===== src/rtl/scan_sequencer.sv =====
// Scan sequencer: sweeps a 3-bit decoder select 0..7, holding each value for a
// programmable dwell, in one-shot or continuous mode. All outputs are registered.
module scan_sequencer #(
  parameter int DWELL_W = 8
) (
  input  logic               clk,
  input  logic               rst_n,
  input  logic               start,
  input  logic               stop,
  input  logic               cont,
  input  logic [DWELL_W-1:0] dwell,
  output logic               en,
  output logic [2:0]         sel,
  output logic               busy,
  output logic               done,
  output logic               wrap
);

  typedef enum logic {
    IDLE = 1'b0,
    SCAN = 1'b1
  } state_t;

  localparam logic [DWELL_W-1:0] DW_ZERO = {DWELL_W{1'b0}};
  localparam logic [DWELL_W-1:0] DW_ONE  = {{(DWELL_W-1){1'b0}}, 1'b1};

  state_t             state_q, state_d;
  logic [2:0]         sel_q, sel_d;
  logic [DWELL_W-1:0] cnt_q, cnt_d;
  logic [DWELL_W-1:0] dwell_q, dwell_d;
  logic               cont_q, cont_d;
  logic               en_q, en_d;
  logic               busy_q, busy_d;
  logic               done_q, done_d;
  logic               wrap_q, wrap_d;
  logic [DWELL_W-1:0] dwell_eff;

  // State register and registered outputs
  always_ff @(posedge clk or negedge rst_n) begin
    if (!rst_n) begin
      state_q <= IDLE;
      sel_q   <= 3'd0;
      cnt_q   <= DW_ZERO;
      dwell_q <= DW_ZERO;
      cont_q  <= 1'b0;
      en_q    <= 1'b0;
      busy_q  <= 1'b0;
      done_q  <= 1'b0;
      wrap_q  <= 1'b0;
    end else begin
      state_q <= state_d;
      sel_q   <= sel_d;
      cnt_q   <= cnt_d;
      dwell_q <= dwell_d;
      cont_q  <= cont_d;
      en_q    <= en_d;
      busy_q  <= busy_d;
      done_q  <= done_d;
      wrap_q  <= wrap_d;
    end
  end

  // Next-state and next-output logic
  always_comb begin
    state_d   = state_q;
    sel_d     = sel_q;
    cnt_d     = cnt_q;
    dwell_d   = dwell_q;
    cont_d    = cont_q;
    en_d      = en_q;
    busy_d    = busy_q;
    done_d    = 1'b0;
    wrap_d    = 1'b0;
    // A zero dwell is promoted to one so every select is shown at least once
    dwell_eff = (dwell == DW_ZERO) ? DW_ONE : dwell;

    case (state_q)
      IDLE: begin
        if (start && !stop) begin
          state_d = SCAN;
          cont_d  = cont;
          dwell_d = dwell_eff;
          cnt_d   = dwell_eff - DW_ONE;
          sel_d   = 3'd0;
          en_d    = 1'b1;
          busy_d  = 1'b1;
        end else begin
          state_d = IDLE;
          sel_d   = 3'd0;
          en_d    = 1'b0;
          busy_d  = 1'b0;
        end
      end
      SCAN: begin
        if (stop) begin
          state_d = IDLE;
          sel_d   = 3'd0;
          cnt_d   = DW_ZERO;
          en_d    = 1'b0;
          busy_d  = 1'b0;
        end else if (cnt_q == DW_ZERO) begin
          if (sel_q == 3'd7) begin
            if (cont_q) begin
              sel_d  = 3'd0;
              cnt_d  = dwell_q - DW_ONE;
              wrap_d = 1'b1;
            end else begin
              state_d = IDLE;
              sel_d   = 3'd0;
              cnt_d   = DW_ZERO;
              en_d    = 1'b0;
              busy_d  = 1'b0;
              done_d  = 1'b1;
            end
          end else begin
            sel_d = sel_q + 3'd1;
            cnt_d = dwell_q - DW_ONE;
          end
        end else begin
          cnt_d = cnt_q - DW_ONE;
        end
      end
      default: begin
        state_d = IDLE;
        sel_d   = 3'd0;
        cnt_d   = DW_ZERO;
        en_d    = 1'b0;
        busy_d  = 1'b0;
      end
    endcase
  end

  assign en   = en_q;
  assign sel  = sel_q;
  assign busy = busy_q;
  assign done = done_q;
  assign wrap = wrap_q;

endmodule


===== config.mk =====
export PLATFORM = sky130hd
export DESIGN_NAME = scan_sequencer
export DESIGN_NICKNAME = d
export VERILOG_FILES = /design/src/rtl/scan_sequencer.sv
export SDC_FILE = /design/constraint.sdc
export NUM_CORES = 1
export LEC_CHECK = 0
export ABC_AREA = 1
export BUFFER_PORTS_ARGS = -buffer_cell sky130_fd_sc_hd__clkbuf_2
export CAP_MARGIN = 5
export CORE_MARGIN = 3
export CORE_UTILIZATION = 50
export CTS_BUF_LIST = sky130_fd_sc_hd__clkbuf_8
export CTS_CLUSTER_SIZE = 25
export DETAILED_ROUTE_END_ITERATION = 12
export GPL_ROUTABILITY_DRIVEN = 0
export MAX_ROUTING_LAYER = met4
export PLACE_DENSITY = 0.7
export SYNTH_ARGS = -nofsm -noshare
export SYNTH_HDL_FRONTEND = slang
export SYNTH_SLANG_ARGS = --single-unit

===== constraint.sdc =====
create_clock -name clk -period 3.1 [get_ports clk]
set_clock_uncertainty 0.05 [all_clocks]
set_input_delay 0.465 -clock clk [delete_from_list [all_inputs] [get_ports clk]]
set_output_delay 0.465 -clock clk [all_outputs]
set_load 0.02 [all_outputs]

==> Yosys cells after proc, flatten, opt, wreduce, memory -nomap -nowiden <==
Index checks and enable logic that the tools add are counted.
{ "totals": {"latchBits": 0, "ramBits": 0, "regBits": 24, "mem_bits_ro": 0, "word_cells": 55, "input_bits": 13, "memories": 0} }
{ "op_classes": {"n_div": 0, "n_reduce_logical": 6, "mul": 0, "n_mux": 31, "n_lt_le_gt_ge": 0, "shifts": 0, "bitwise": 1, "n_eq_ne": 5, "addsub": 4} }
{ "ops": {"columns": ["operator", "n"], "rows": [
  ["2-to-1 mux 8 bit", 6],
  ["subtractor 8 x 1 -> 8 bit, second input constant", 3],
  ["2-to-1 mux 1 bit", 18],
  ["zero test 8 bit", 2],
  ["one-hot mux 8 bit (2 select lines)", 1],
  ["2-to-1 mux 3 bit", 3],
  ["inequality test 3 x 2 -> 1 bit, second input constant", 2],
  ["one-hot mux 3 bit (2 select lines)", 1],
  ["one-hot mux 1 bit (2 select lines)", 2],
  ["adder 3 x 1 -> 3 bit, second input constant", 1],
  ["equality test 3 bit, second input constant", 1],
  ["inequality test 3 bit, second input constant", 1],
  ["AND reduction 3 bit", 1],
  ["inequality test 2 bit, second input constant", 1],
  ["AND reduction 2 bit", 1],
  ["logical AND 1 bit", 1],
  ["zero test 1 bit", 1],
  ["NOT 1 bit", 1]
]} }

==> Logic depth before layout (Yosys ltp) <==
Gate-level depths: netlist of the first run.
{ "depth": {"depth_word": 6, "depth_mapped": 13, "depth_no_buf": 13} }

==> Least setup slack after synthesis of the first run <==
No wires, ideal clock.
{ "synth_timing": {"path_type": "input -> register", "from": "input dwell[4]", "to": "register cnt_q[4]", "stages": 12, "setup_slack_ns": 1.291, "arrival_ns": 1.672, "t_required_ns": 2.963, "n_path_buf": 0, "path_cell_list": "inv_1 nand2_1 nor2_1 nand2_1 nand2_1 inv_1 ha_1 nand3_1 o21ai_0 a21oi_1 nor2_1 a22oi_1"} }
{ "synth_between": {"elab_chain_cells": 5} }
{ "synth_lines": {"columns": ["item", "line", "rtl"], "rows": [
  ["from (decl)", "11", "input logic [DWELL_W-1:0] dwell,"],
  ["zero test 8 bit", "75", "dwell_eff = (dwell == DW_ZERO) ? DW_ONE : dwell;"],
  ["2-to-1 mux 8 bit (*)", "75", null],
  ["subtractor 8 x 1 -> 8 bit (*)", "83", "cnt_d = dwell_eff - DW_ONE;"],
  ["2-to-1 mux 8 bit (*)", "79", "if (start && !stop) begin"],
  ["one-hot mux 8 bit (2 select lines) (*)", "77", "case (state_q)"],
  ["to (signal assigned)", "53", "cnt_q <= cnt_d;"],
  ["to (decl)", "29", "logic [DWELL_W-1:0] cnt_q, cnt_d;"]
]} }
Mark *: on every way between the ends. The rest lies on a longest branch, timed or not. The select of a mux whose other input is x is not followed.
A chain may end at the register's enable or synchronous reset.

==> Worst setup path after layout of the first run <==
{ "layout_timing": {"from": "input dwell[3]", "to": "register cnt_q[4]"} }
Same word-level chain as after synthesis.

==> results.yml, run 1 <==
synthesis:
  yosysTopAreaCell: "dfrtp_1"
  ys_types: 23
  synth_edf_count: 0
  synth_common_cells: "62 x nand2_1, 37 x nor2_1, 33 x inv_1"
  yosysMostFrequentCell: "nand2_1"
  postSynth.asyncResetShare: 1.000
  syn_avg_cell_area_um2: 6.732
  yosys_warnings: 0
  ys_ff_latch: 24
  synth_area_mm2: 0.001575
  synth_cells: 234
  ys_seq_area_frac: 0.3813
  ys.flop_type: "dfrtp_1"
  synth_area_leaders: "dfrtp_1 38%, nand2_1 15%, nor2_1 8.8%"
  synth_top_cell_area_share: 0.3813
  mappedNetlistNets: 253
cells_and_area:
  syn_to_final_growth_pct: 13.66
  stdcell_count: 298
  n_antenna_cell: 0
  multiInputGateArea_um2: 828.3
  final_nets: 276
  post_route_cells_drive_above_1_share: 0.1250
  design_area_mm2: 0.001790
  seqCellArea_um2: 600.6
  fill_cells: 302
critical_path:
  worstPathMaxFanout: 5
  critPathArrivalTime_ps: 2040
  path_class: "input port to register"
  cp-end-kind: "register"
  cp.required_ps: 3230
  start_kind: "input port"
clocking:
  htreeDepth: 1
  cts_buffer_depth: 2
  post_cts.repair.setup_buffers: 0
  clock-sinks: 24
  ctsResizeCount: 0
  clk_latency_ps: 260
  cts_hold_buffers: 0
  cts_tree: "done"
  cts_root_buf: "clkbuf_8"
  clkSlewWorstSetupHoldPaths_ps: 90
  cts_made_buffers: 3
timing:
  slew_viol_final: 0
  slew_headroom: 0.6042
  fin_setup_tns_ps: 0
  fmax_mhz: 525.0
  min_period_ps: 1905
  post-route-period-util: 0.6144
  setup_viol: 0
  worst_pin_slew_ps: 593.7
  hold_violations: 0
  rsz0062_at_grt: "no"
routing:
  drt-total-wl_um: 3633
  drc: 0
  wl_per_cell_um: 12.19
  dr.pass1.iters: 4
  drt.antenna.violating_nets: 0
  drt_iter0_markers: 98
  vias_per_cell: 5.064
  vias: 1509
global_route:
  antenna_found_initial: 0
  grt_pass1_vias: 1411
  grt_overflow: 0
  grt_max_degree: 25
  track_usage: 0.2045
  grt_pass1_wl_um: 6334
die:
  fp.dieH_um: 62.13
  ios: 20
  design.die.area_mm2: 0.003860
  rows: 19
  coreArea_mm2: 0.002877
  die_w_um: 62.13
  initial_core_util: 0.5476
place:
  placed_cell_area_mm2: 0.001719
  hpwl_um: 2952
  port_buffers: 19
  dp_cells: 294
pwr:
  power.leakage_nw: 0.9321
  p_comb_frac: 0.291
  clkPwrFrac: 0.282
  internal_power_mw: 0.6322
  max-vdd-ir-drop_mv: 0.2621
  powerDensity_mw_per_mm2: 536.0
  swShare: 0.3412
  p_sw_mw: 0.3274
  pwr-share-seq: 0.427
status:
  outcome: "completed"
hold_path:
  hp-class: "input port to async pin"
job:
  maxCapViolCount: 0
## sequential cells by signal (all words and copies together), names as in the netlist
| register | count |
|---|---|
| cnt_q | 8 |
| done | 1 |
| busy | 1 |
| cont_q | 1 |
| sel | 3 |
| wrap | 1 |
| state_q | 1 |
| dwell_q | 8 |
## final cells by class
class | count | share of cell area
clock buffers | 3 | 0.02306
clock inverters | 1 | 0.01677
inverters | 36 | 0.07547
multi-input cells | 172 | 0.4626
flip-flops and latches | 24 | 0.3354
well taps | 42 | 0.02935
repair buffers | 20 | 0.05730
## kinds of logic after synthesis
group / synth area share
simple gates: 0.3447
buf+inv: 0.09293
compound gates: 0.1223
flops: 0.3813
fa+ha+maj: 0.04766
xor+xnor: 0.01112
## worst max-delay path, cell delays in order
cell,delay [ps]
clkbuf_2,100
inv_1,110
nand2_1,70
nor2_1,190
nand2_1,120
nand2_1,120
inv_1,60
ha_1,250
nand3_1,120
o21ai_0,80
a21oi_1,150
nor2_1,60
a22oi_1,150
## cells in the final DEF, fill, tap and decap left out, drive strengths merged
cell,synthesis,routed
bufinv,0,1
o31ai,2,2
xnor2,1,1
nor3,1,1
nand4,6,6
o21ai,21,21
a31oi,1,1
xor2,1,1
inv,36,36
a22o,2,2
a21oi,6,6
nand3,21,21
ha,6,6
clkbuf,1,22
buf,1,1
nand2,63,63
dfrtp,24,24
a22oi,2,2
nor2,39,39
## layer usage
metal	track usage	routed length (µm)
met1	0.2873	1777
met2	0.3185	1699
met3	0.02342	137
met4	0.04696	19
met5	-	0
## worst paths after layout
check	startpoint	slack (ps)	to	cells past startpoint
worst max-delay path	dwell[3]	1200	cnt_q[4]$_DFFE_PN0P_	13
worst min-delay path	rst_n	130	dwell_q[1]$_DFFE_PN0P_	1
worst max register to register	cnt_q[0]$_DFFE_PN0P_	1250	cnt_q[3]$_DFFE_PN0P_	9
worst min register to register	busy$_DFFE_PN0P_	450	busy$_DFFE_PN0P_	2
max in group asynchronous	rst_n	2470	cnt_q[6]$_DFFE_PN0P_	1
min in group clk	cont	380	cont_q$_DFFE_PN0P_	3
## per-stage QoR
| step | worst slack (ps) | utilization | total power [mW] | hold slack, ps |
|---|---|---|---|---|
| 2_1_floorplan | 1291 | - | 0.6103 | 119.4 |
| 3_3_place_gp | 1053 | 0.5977 | 0.6911 | 429.0 |
| 3_5_place_dp | 943.6 | 0.5977 | 0.6908 | 441.0 |
| 4_1_cts | 1215 | 0.6224 | 0.9645 | 153.7 |
| 5_1_grt | 1012 | 0.6224 | 1.033 | 181.9 |
| 6_report | 1195 | 0.6224 | 0.9597 | 133.4 |
## power groups by stage
stage | sequential (mW) | combinational (mW) | clock (mW)
final | 0.410 | 0.279 | 0.271
after global routing | 0.418 | 0.326 | 0.289
after CTS | 0.409 | 0.279 | 0.276
after detailed placement | 0.415 | 0.276 | 0
after global placement | 0.416 | 0.275 | 0
after floorplan | 0.405 | 0.205 | 0
No activity file was read; power rests on OpenSTA's default activity.
==> run 2, diff against run 1 <==
--- a/config.mk
+++ b/config.mk
@@ -15,7 +15,7 @@
 export DETAILED_ROUTE_END_ITERATION = 12
 export GPL_ROUTABILITY_DRIVEN = 0
 export MAX_ROUTING_LAYER = met4
-export PLACE_DENSITY = 0.7
+export PLACE_DENSITY = 0.73
 export SYNTH_ARGS = -nofsm -noshare
 export SYNTH_HDL_FRONTEND = slang
 export SYNTH_SLANG_ARGS = --single-unit
==> constraint.sdc (replaced) <==
create_clock -name clk -period 1.7 [get_ports clk]
set_clock_uncertainty 0.05 [all_clocks]
set_input_delay 0.255 -clock clk [delete_from_list [all_inputs] [get_ports clk]]
set_output_delay 0.255 -clock clk [all_outputs]
set_load 0.02 [all_outputs]
==> run 2 against run 1 <==
Net effect:
- die area unchanged
- cell count rose by 7.0%
- sequential share of layout area is 3.2 points lower
- via count rose by 5.0%
- power grew 92%
- critical endpoint unchanged
==> results.yml, run 2 (synthesis gave the netlist of run 1 again) <==
cells_and_area:
  fill_cells: 245
  final_cell_mix: "61 x nand2_1, 35 x nor2_1, 32 x inv_1"
  syn_to_final_growth_pct: 25.73
  final_nets: 297
  n_antenna_cell: 0
  post_route_cells_drive_above_1_share: 0.2130
  mostFrequentLayoutCell: "nand2_1"
  stdcell_count: 319
  design_area_mm2: 0.001981
critical_path:
  r2r-end: "cnt_q[4]$_DFFE_PN0P_"
  r2r_start: "cnt_q[0]$_DFFE_PN0P_"
  crit_top_cell: "nand3_1"
  reg2reg_depth: 8
  max_stage_delay_ps: 370
  critPathArrivalTime_ps: 1640
  cp-end-kind: "register"
  cp_slowest_cell: "dfrtp_1"
  worstPathMaxFanout: 6
  start_kind: "register"
  rrSetupSlack_ps: 170
  path_class: "register to register"
  cp.required_ps: 1810
  cp_cell_sequence: "inv_1 -> buf_4 -> ha_1 -> nand2_1 -> o21ai_0 -> nand3_1 -> nand3_1 -> a22oi_1"
clocking:
  cts_buffer_depth: 2
  clk_latency_ps: 270
  clkSlewWorstSetupHoldPaths_ps: 90
  htreeDepth: 1
  clock-sinks: 24
  cts_tree: "done"
  cts_root_buf: "clkbuf_8"
  cts_made_buffers: 3
pwr:
  fin_total_pwr_mw: 1.842
  internal_power_mw: 1.209
  p_sw_mw: 0.6327
  swShare: 0.3435
  max-vdd-ir-drop_mv: 0.5960
  clkPwrFrac: 0.276
  pwr-share-seq: 0.407
  power.leakage_nw: 1.034
  p_comb_frac: 0.318
  powerDensity_mw_per_mm2: 930.0
hold_path:
  holdPathEnd: "cont_q$_DFFE_PN0P_"
  hp-class: "input port to register"
  hold_depth: 3
  worstHoldStart: "cont"
global_route:
  grt_max_degree: 25
  track_usage: 0.2162
  grt_pass1_vias: 1539
  grt_overflow: 0
  grt_pass1_wl_um: 6658
  antenna_found_initial: 0
die:
  rows: 19
  die_w_um: 62.13
  initial_core_util: 0.5476
  coreArea_mm2: 0.002877
  design.die.area_mm2: 0.003860
  fp.dieH_um: 62.13
  ios: 20
place:
  dp_cells: 312
  hpwl_um: 3006
  port_buffers: 19
  placed_cell_area_mm2: 0.001854
timing:
  worst_pin_slew_ps: 588.3
  setup_viol: 0
  slew_headroom: 0.6078
  slew_viol_final: 0
  hold_violations: 0
  fin_setup_tns_ps: 0
  fmax_mhz: 653.3
  post-route-period-util: 0.9004
  min_period_ps: 1531
status:
  outcome: "completed"
routing:
  drc: 0
  drt-total-wl_um: 3743
  dr.pass1.iters: 4
  wl_per_cell_um: 11.73
  drt.antenna.violating_nets: 0
  vias_per_cell: 4.966
  drt_iter0_markers: 82
  vias: 1584
job:
  maxCapViolCount: 0
==> run 2: power groups by stage <==
stage          sequential, mW  clock [mW]  combinational (mW)
6_report                0.749       0.508               0.585
2_1_floorplan           0.738           0               0.375
3_3_place_gp            0.758           0               0.539
3_5_place_dp            0.758           0               0.546
5_1_grt                 0.763       0.539               0.673
4_1_cts                 0.747       0.515               0.552
==> run 2: worst max-delay path by stage <==
stage	from	to	slack, ps	cells after the start
floorplan	dwell[4]	cnt_q[4]$_DFFE_PN0P_	100	12
global placement	dwell[4]	cnt_q[4]$_DFFE_PN0P_	80	13
detailed placement	dwell[5]	cnt_q[4]$_DFFE_PN0P_	3	13
CTS	sel[0]$_DFFE_PN0P_	cnt_q[7]$_DFFE_PN0P_	70	9
global route	cnt_q[3]$_DFFE_PN0P_	cnt_q[3]$_DFFE_PN0P_	-20	8
finish	cnt_q[0]$_DFFE_PN0P_	cnt_q[4]$_DFFE_PN0P_	170	8
==> run 2: area by class of cell <==
class                           count  area [µm²]  area share
Clock inverter                      1       30.03     0.01516
Timing Repair Buffer               41       266.5      0.1346
Inverter                           36       135.1     0.06823
Multi-Input combinational cell    172       854.6      0.4315
Tap cell                           42       52.55     0.02653
Clock buffer                        3       41.29     0.02085
Sequential cell                    24       600.6      0.3032
==> run 2: timing repair <==
item / CTS / global route
endpoints found under the hold margin: 24 / 0
hold buffers: 1 / 0
resized for setup: 0 / 10
setup buffers: 0 / 2
endpoints found under the setup margin: 0 / 6
==> run 2: worst max-delay path, delay by kind of cell (launching register included) <==
kind	cells	cell delay [ps]
buffers and inverters	2	260
AOI/OAI and AO/OA	2	240
DFF	1	370
adders and majority gates	1	220
and+or+nand+nor	3	300
==> run 2: per-stage QoR <==
step	util	hold slack [ps]	worst slack, ps
after CTS	0.6729	138.9	69.08
after global placement	0.6446	235.0	80.84
after detailed placement	0.6446	235.9	3.030
after global routing	0.6886	151.0	-21.01
final	0.6886	146.0	169.3
after floorplan	-	-90.59	100.9
==> run 2: routing by layer <==
metal,GRT usage,wire length [µm],vias up,part of all wire
li1,-,-,840,-
met1,0.2836,1740,688,0.46
met2,0.3374,1729,49,0.46
met3,0.03423,210,7,0.056
met4,0.08287,62,0,0.017
met5,-,0,-,0
